## src/rtl/wb_pkg.sv

```systemverilog
// rtl/wb_pkg.sv - shared widths and entry type for the write-back queue
package wb_pkg;

  localparam int REG_W  = 5;
  localparam int DATA_W = 32;

  typedef struct packed {
    logic [REG_W-1:0]  rd;
    logic [DATA_W-1:0] data;
  } entry_t;

endpackage

```

## src/rtl/wb_match.sv

```systemverilog
// rtl/wb_match.sv - youngest-entry bypass search for one register read address
module wb_match
  import wb_pkg::*;
#(
  parameter int DEPTH = 4
) (
  input  entry_t [DEPTH-1:0]         ent_i,
  input  logic   [DEPTH-1:0]         vld_i,
  input  logic   [$clog2(DEPTH)-1:0] head_i,
  input  logic   [REG_W-1:0]         addr_i,
  output logic                       hit_o,
  output logic   [DATA_W-1:0]        data_o
);

  localparam int PW = $clog2(DEPTH);

  logic [PW-1:0] idx;

  // Walk oldest to youngest so the last match found is the youngest.
  always_comb begin
    hit_o  = 1'b0;
    data_o = '0;
    idx    = '0;
    for (int i = 0; i < DEPTH; i++) begin
      idx = head_i + PW'(i);
      if (vld_i[idx] && (ent_i[idx].rd == addr_i) && (addr_i != '0)) begin
        hit_o  = 1'b1;
        data_o = ent_i[idx].data;
      end
    end
  end

endmodule

```

## src/rtl/wb_queue.sv

```systemverilog
// rtl/wb_queue.sv - register-file write-back FIFO with read-port bypass
module wb_queue
  import wb_pkg::*;
#(
  parameter int DEPTH = 4
) (
  input  logic                       Clk,
  input  logic                       Clr,
  input  logic                       In_valid,
  output logic                       In_ready,
  input  logic [REG_W-1:0]           In_reg,
  input  logic [DATA_W-1:0]          In_data,
  input  logic                       Hold,
  output logic                       We,
  output logic [REG_W-1:0]           Wr,
  output logic [DATA_W-1:0]          D,
  input  logic [REG_W-1:0]           Ra,
  input  logic [REG_W-1:0]           Rb,
  output logic                       Hit_a,
  output logic                       Hit_b,
  output logic [DATA_W-1:0]          Fa,
  output logic [DATA_W-1:0]          Fb,
  output logic [$clog2(DEPTH+1)-1:0] Count,
  output logic                       Full,
  output logic                       Empty
);

  localparam int PW = $clog2(DEPTH);
  localparam int CW = $clog2(DEPTH+1);

  entry_t [DEPTH-1:0] ent_q;
  logic   [DEPTH-1:0] vld_q, vld_d;
  logic   [PW-1:0]    head_q, head_d, tail_q, tail_d;
  logic   [CW-1:0]    count_q, count_d;
  logic               push;

  assign Count    = count_q;
  assign Full     = (count_q == CW'(DEPTH));
  assign Empty    = (count_q == '0);
  assign We       = !Empty && !Hold;
  assign Wr       = ent_q[head_q].rd;
  assign D        = ent_q[head_q].data;
  assign In_ready = !Full || We;
  // r0 offers complete the handshake but are never stored.
  assign push     = In_valid && In_ready && (In_reg != '0);

  // Pop clears before push sets: when full, head and tail share a slot.
  always_comb begin
    head_d  = head_q;
    tail_d  = tail_q;
    vld_d   = vld_q;
    count_d = count_q + CW'(push) - CW'(We);
    if (We) begin
      head_d         = head_q + 1'b1;
      vld_d[head_q]  = 1'b0;
    end
    if (push) begin
      tail_d         = tail_q + 1'b1;
      vld_d[tail_q]  = 1'b1;
    end
  end

  always_ff @(posedge Clk) begin
    if (Clr) begin
      head_q  <= '0;
      tail_q  <= '0;
      count_q <= '0;
      vld_q   <= '0;
    end else begin
      head_q  <= head_d;
      tail_q  <= tail_d;
      count_q <= count_d;
      vld_q   <= vld_d;
    end
  end

  always_ff @(posedge Clk) begin
    if (push && !Clr) begin
      ent_q[tail_q] <= '{rd: In_reg, data: In_data};
    end
  end

  wb_match #(.DEPTH(DEPTH)) u_match_a (
    .ent_i  (ent_q),
    .vld_i  (vld_q),
    .head_i (head_q),
    .addr_i (Ra),
    .hit_o  (Hit_a),
    .data_o (Fa)
  );

  wb_match #(.DEPTH(DEPTH)) u_match_b (
    .ent_i  (ent_q),
    .vld_i  (vld_q),
    .head_i (head_q),
    .addr_i (Rb),
    .hit_o  (Hit_b),
    .data_o (Fb)
  );

endmodule

```

## config.mk

```make
export PLATFORM = sky130hd
export DESIGN_NAME = wb_queue
export DESIGN_NICKNAME = d
export VERILOG_FILES = /design/src/rtl/wb_pkg.sv /design/src/rtl/wb_match.sv /design/src/rtl/wb_queue.sv
export SDC_FILE = /design/constraint.sdc
export NUM_CORES = 1
export LEC_CHECK = 0
export ABC_AREA = 1
export ABC_CLOCK_PERIOD_IN_PS = 3700
export CAP_MARGIN = 15
export CORE_MARGIN = 10
export CORE_UTILIZATION = 45
export CTS_BUF_LIST = sky130_fd_sc_hd__clkbuf_16
export DETAILED_ROUTE_END_ITERATION = 6
export PLACE_DENSITY = 0.75
export SETUP_SLACK_MARGIN = 0.1
export SLEW_MARGIN = 5
export SYNTH_ARGS = -nofsm -noshare
export SYNTH_HDL_FRONTEND = slang
export SYNTH_SLANG_ARGS = --single-unit
export TNS_END_PERCENT = 1
```

## constraint.sdc

```tcl
create_clock -name Clk -period 3.7 [get_ports Clk]
set_input_delay 0.74 -clock Clk [delete_from_list [all_inputs] [get_ports Clk]]
set_output_delay 0.74 -clock Clk [all_outputs]
set_load 0.01 [all_outputs]
```

==> results.cfg, run 1 <==
[synthesis]
syn_nets = 1690
ys_seq_elements = 159
syn_area_um2 = 11800
ys_seq_area_share_pct = 39.4
synth_top_area_share_pct = 37.5
synth_area_leader_cell = edfxtp_1
ys_top_cells_by_area = edfxtp_1 (38%), nand2_1 (17%), nor2_1 (6.4%)
ys.warnings.count = 0
yosysUniqueCellTypes = 35
syn_inst = 1628
avgSynthCellArea_um2 = 7.27

[pwr]
finalPower_mw = 10.1
irDropWorstVdd_mv = 0.422
power_leakage_nw = 6.90
powerDensity_nw_per_um2 = 631

[cells_and_area]
multi_input_area_um2 = 6720
num-nets-final = 1934
regArea_um2 = 4670
stdcell_count = 2221
drive_gt1_share_pct = 23.2
syn_to_final_growth_pct = 35.5
fillers = 2178

[clock_network]
cts.path.max_buffers = 2
clock_latency_ps = 430
cts_buffers = 17
cts_hold_buf = 0
cts.sinks = 159
root_buffer = clkbuf_16
clk_pin_slew_worst_paths_ps = 60
cts_max_level = 4
cts_tree = done

[floorplanning]
fp.coreArea_um2 = 26000
rows = 59
die_h_um = 182
fp.dieArea_um2 = 33200
io_pins = 161
die_x_um = 182
start_util_pct = 45.6

[placement]
dp_cells = 2152
post-place-ws_ps = -234
dp_hpwl_mm = 27.3
gp_congestion = 0.951
port_buffers = 160

[critical_path]
rrSetupSlack_ps = 1510
end_kind = output port
worstSetupPathType = register to output port
cp_slowest_cell = dfxtp_4
crit_end = Fb[31]
reg2reg_from = Count[2]
crit_path_start_kind = register
crit_top_cell = nand3_1
reg2reg_depth = 10
cp.required_ps = 2960
cp_slowest_stage_delay_ps = 400
worstPathMaxFanout = 6
worstPathCellList = inv_6, ha_4, buf_12, nand3_1, nand3_1, nand3_2, inv_4, nand3_4, buf_12, buf_6, nand3_1, nand3_1, nand2_1, nand2_2, buf_6
arrival_ps = 2940
worstReg2RegEnd = Count[2]
crit_start = head_q[0]

[sta]
timing.setup.tns_ps = 0
tightest_slew_ps = 564
min_period_over_period_pct = 99.4
layout_min_cycle_time_ps = 3680
finClkSkew_ps = 5.83
slew_violations = 0
rsz0062_at_grt = true
hold_ws_ps = 528
max_slew_margin_pct = 62.0
setup_viol = 0
fin_ws_ps = 23.5
hold_viol = 0
max_freq_mhz = 272

[min_path]
hold_class = register to register
hp-start = vld_q[1]

[global_route]
grt_pass1_vias = 12100
met3_usage_pct = 5.26
gr-usage-all-layers_pct = 24.0
antenna_found_initial = 1
grt_max_degree = 80
met2_usage_pct = 39.4
busiest_layer = met2
grt_util_met1_pct = 29.8
grt_pass1_wl_mm = 64.6
overflow = 0

[drt]
via_per_inst = 5.83
ant_nets = 0
dr.pass1.iters = 7
vias = 13000
dr.first_iter.drc_count = 2065
wl_per_cell_um = 19.7
wirelength_mm = 43.9
drc = 9

[status]
violations = DRC
status = finished with violations

[run]
cap_violations = 0
## report_power, final
group	leakage [nW]	total, mW	internal (mW)	switching, mW
sequential	1.44	2.14	2.08	0.0646
clock	0.281	1.75	0.908	0.844
combinational	5.18	6.23	2.48	3.74
## metal layers
| metal | vias to the layer above | wire length [um] |
|---|---|---|
| met1 | 5878 | 16800 |
| li1 | 5966 | - |
| met4 | 0 | 1810 |
| met3 | 184 | 5220 |
| met2 | 931 | 20100 |
| met5 | - | 0 |
## cell families after synthesis
logic type / after synthesis / synth area share (%)
XOR/XNOR: 5 / 0.370
AND/OR/NAND/NOR: 989 / 35.7
buffers and inverters: 162 / 7.32
adder cells (fa/ha/maj): 11 / 1.23
AO/OA/AOI/OAI: 241 / 10.8
multiplexers: 61 / 5.16
flip-flops: 159 / 39.4
## repair_timing
item	CTS	global route
endpoints found under the setup margin	79	86
resized for setup	222	183
gates cloned	5	7
pin swaps	13	44
setup buffers	7	17
## sequential cells by signal, summed over array words and instances, names as in the netlist
name and flops:
vld_q 4, tail_q 2, Count 3, ent_q 148
head_q 2
## worst min-delay path by stage
stage | cells past startpoint | end
finish | 1 | vld_q[1]
global route | 1 | vld_q[0]
CTS | 1 | vld_q[1]
detailed placement | 1 | vld_q[3]
global placement | 1 | vld_q[3]
floorplan | 1 | vld_q[0]
## worst max-delay path: cells and delay by family, from the launching register on
kind          cells  cell delay (ps)
flops             1              400
fa+ha+maj         1              350
simple gates      8              960
buf+inv           6              780
## cells in the final DEF (no fill, tap or decap), types with 3 or more instances in the layout
master,synthesis,routed
a21oi_2,0,16
clkbuf_16,0,24
inv_6,0,6
or2_2,36,36
inv_2,7,5
nor2_2,5,24
mux2i_1,61,61
ha_1,10,9
dlymetal6s2s_1,0,3
edfxtp_1,148,148
nand2_1,541,523
nand2_2,6,24
clkbuf_2,0,14
nor2_1,202,168
o21a_1,19,19
inv_1,43,39
nand4_1,41,41
bufbuf_16,0,3
inv_8,0,5
buf_12,0,35
buf_4,25,113
nand3b_1,12,12
a21oi_1,57,41
inv_4,0,3
o21ai_0,133,129
nand3_1,133,113
buf_2,36,40
nand3_4,2,4
buf_6,16,24
a31o_2,4,4
xor2_1,5,5
dfxtp_1,11,9
o21ai_1,26,29
clkinvlp_4,0,3
clkinv_8,0,4
clkdlybuf4s50_1,0,91
nor2_4,0,15
nand3_2,4,22
## final cells by class
type / instances / area share (%)
Multi-Input combinational cell: 1307 / 41.9
Sequential cell: 159 / 29.1
Timing Repair Buffer: 336 / 21.3
Clock buffer: 17 / 2.65
Tap cell: 335 / 2.61
Inverter: 51 / 1.33
Clock inverter: 15 / 1.06
Antenna cell: 1 / 0.0156
## per-stage QoR
stage	utilization, %	instance area [um^2]
3_3_place_gp	56.3	14600
2_1_floorplan	-	11800
5_1_grt	61.7	16000
4_1_cts	59.6	15500
6_report	61.7	16000
3_5_place_dp	56.3	14600
## Yosys cell counts (all sizes together)
cell type,count
nand2,547
nor2,208
o21ai,159
edfxtp,148
nand3,139
buf,83
mux2i,61
a21oi,57
inv,50
nand4,42
or2,38
clkbuf,28
o21a,19
nand3b,12
dfxtp,11
ha,10
xor2,5
a31o,4
nor3,2
o2111ai,2
clkinv,1
fa,1
nor3b,1
No activity file was read; power rests on OpenSTA's default activity.
==> inputs of run 2 (changes only) <==
Settings changed: CELL_PAD_IN_SITES_DETAIL_PLACEMENT from default to 1, CELL_PAD_IN_SITES_GLOBAL_PLACEMENT from default to 1, CORE_UTILIZATION 45 to 41, PLACE_DENSITY 0.75 to 0.89.
==> run 2 against run 1 <==
The run ends with setup timing left. Power is 7.5% higher. Maximum frequency is 6.3% lower. Via count is 8.7% higher. First-iteration DRC count is 21% lower. Register-to-register slack worse by 330 ps. Count of clock-buffer cells in the layout stayed put. Combinational power is 10% higher. Clock power is 6% higher. Critical endpoint is now Fb[30]. Largest cell class unchanged.
==> results.cfg, run 2 (synthesized netlist as in run 1, its figures left out) <==
[floorplanning]
die_x_um = 190
fp.coreArea_um2 = 28600
die_h_um = 190
fp.dieArea_um2 = 36100
start_util_pct = 41.4
rows = 62
io_pins = 161

[cells_and_area]
syn_to_final_growth_pct = 36.1
fillers = 3469
drive_gt1_share_pct = 24.2
post-route-util_pct = 56.3
final_cell_mix = nand2_1 (502), nor2_1 (163), edfxtp_1 (148)
mostFrequentLayoutCell = nand2_1
largest_reg_flops = 148
regMostFlops = ent_q
num-nets-final = 1924

[min_path]
hold_class = register to register
hp-start = vld_q[3]
hold_path_depth = 1

[critical_path]
worstSetupPathType = register to output port
reg2reg_depth = 10
crit_start = head_q[0]
crit_path_start_kind = register
arrival_ps = 3190
reg2reg_from = Count[1]
cp.required_ps = 2960
end_kind = output port
worstPathMaxFanout = 8

[sta]
setup_viol = 62
max_freq_mhz = 255
layout_min_cycle_time_ps = 3930
finClkSkew_ps = 13.6
tightest_slew_ps = 678
min_period_over_period_pct = 106
hold_ws_ps = 553
slew_violations = 0
rsz0062_at_grt = true
max_slew_margin_pct = 54.5
timing.setup.tns_ps = -6510
hold_viol = 0
fin_ws_ps = -226

[drt]
drc = 0
wl_per_cell_um = 25.8
via_per_inst = 6.23
dr.first_iter.drc_count = 1637
dr.pass1.iters = 6
ant_nets = 0
vias = 14100
wirelength_mm = 58.4

[run]
cap_violations = 0

[clock_network]
cts.path.max_buffers = 2
clock_latency_ps = 450
clk_pin_slew_worst_paths_ps = 70
root_buffer = clkbuf_16
cts_hold_buf = 0
cts.sinks = 159
cts_tree = done
cts_max_level = 4
cts_buffers = 17

[placement]
gp_congestion = 0.945
port_buffers = 160
dp_hpwl_mm = 32.7
post-place-ws_ps = -378

[global_route]
grt_util_met1_pct = 34.4
grt_max_degree = 81
busiest_layer = met2
antenna_found_initial = 2
overflow = 0
grt_pass1_vias = 14400
gr-usage-all-layers_pct = 29.8
grt_pass1_wl_mm = 84.3
met2_usage_pct = 50.7
met3_usage_pct = 6.41

[status]
violations = setup timing
status = finished with violations

[pwr]
powerDensity_nw_per_um2 = 675
power_leakage_nw = 6.83
irDropWorstVdd_mv = 0.426
## run 2: routing by layer
layer	vias up	part of all wire (%)
met1	6784	36
met4	0	6.3
met2	1031	48
met5	-	0
met3	317	9.7
li1	5955	-
## run 2: critical path, stage by stage, from the launching register on
cell	delay, ps
dfxtp_4	390
inv_8	60
ha_4	290
buf_6	160
nand3_1	260
nand2_2	160
nor2_2	190
nand4_1	190
nor2_4	290
buf_12	190
buf_8	130
nand2_1	70
nand2_1	180
clkbuf_2	160
## run 2: report_power, final
part / internal [mW] / switching [mW]
Sequential: 2.08 / 0.0793
Clock: 0.965 / 0.890
Combinational: 2.44 / 4.43
## run 2: per-stage QoR
step           instances  total power [mW]  cell area, um^2
5_1_grt             2261              11.3            16100
4_1_cts             2255              9.98            15800
3_5_place_dp        2182              7.82            14600
2_1_floorplan       1628              5.40            11800
6_report            2261              10.9            16100
3_3_place_gp        2182              7.60            14600
## run 2: cell type report
type,instances,area [um^2],area share [%]
Tap cell,384,480,2.98
Clock buffer,17,425,2.64
Antenna cell,2,5.00,0.0311
Sequential cell,159,4670,29.0
Inverter,51,206,1.28
Timing Repair Buffer,326,3250,20.2
Multi-Input combinational cell,1307,6900,42.8
Clock inverter,15,175,1.09
## run 2: final timing paths
kind / endpoint / slack (ps)
hold / removal: vld_q[3] / 550
hold reg to reg: vld_q[3] / 550
setup / recovery: Fb[30] / -230
setup reg to reg: Count[2] / 1180
## run 2: timing repair
item / 4_1_cts / 5_1_grt
buffers inserted: 35 / 4
resized for setup: 249 / 185
setup endpoints to repair: 80 / 78
gates cloned: 6 / 1
pin swaps: 24 / 51
endpoints found under the hold margin: 0 / 0
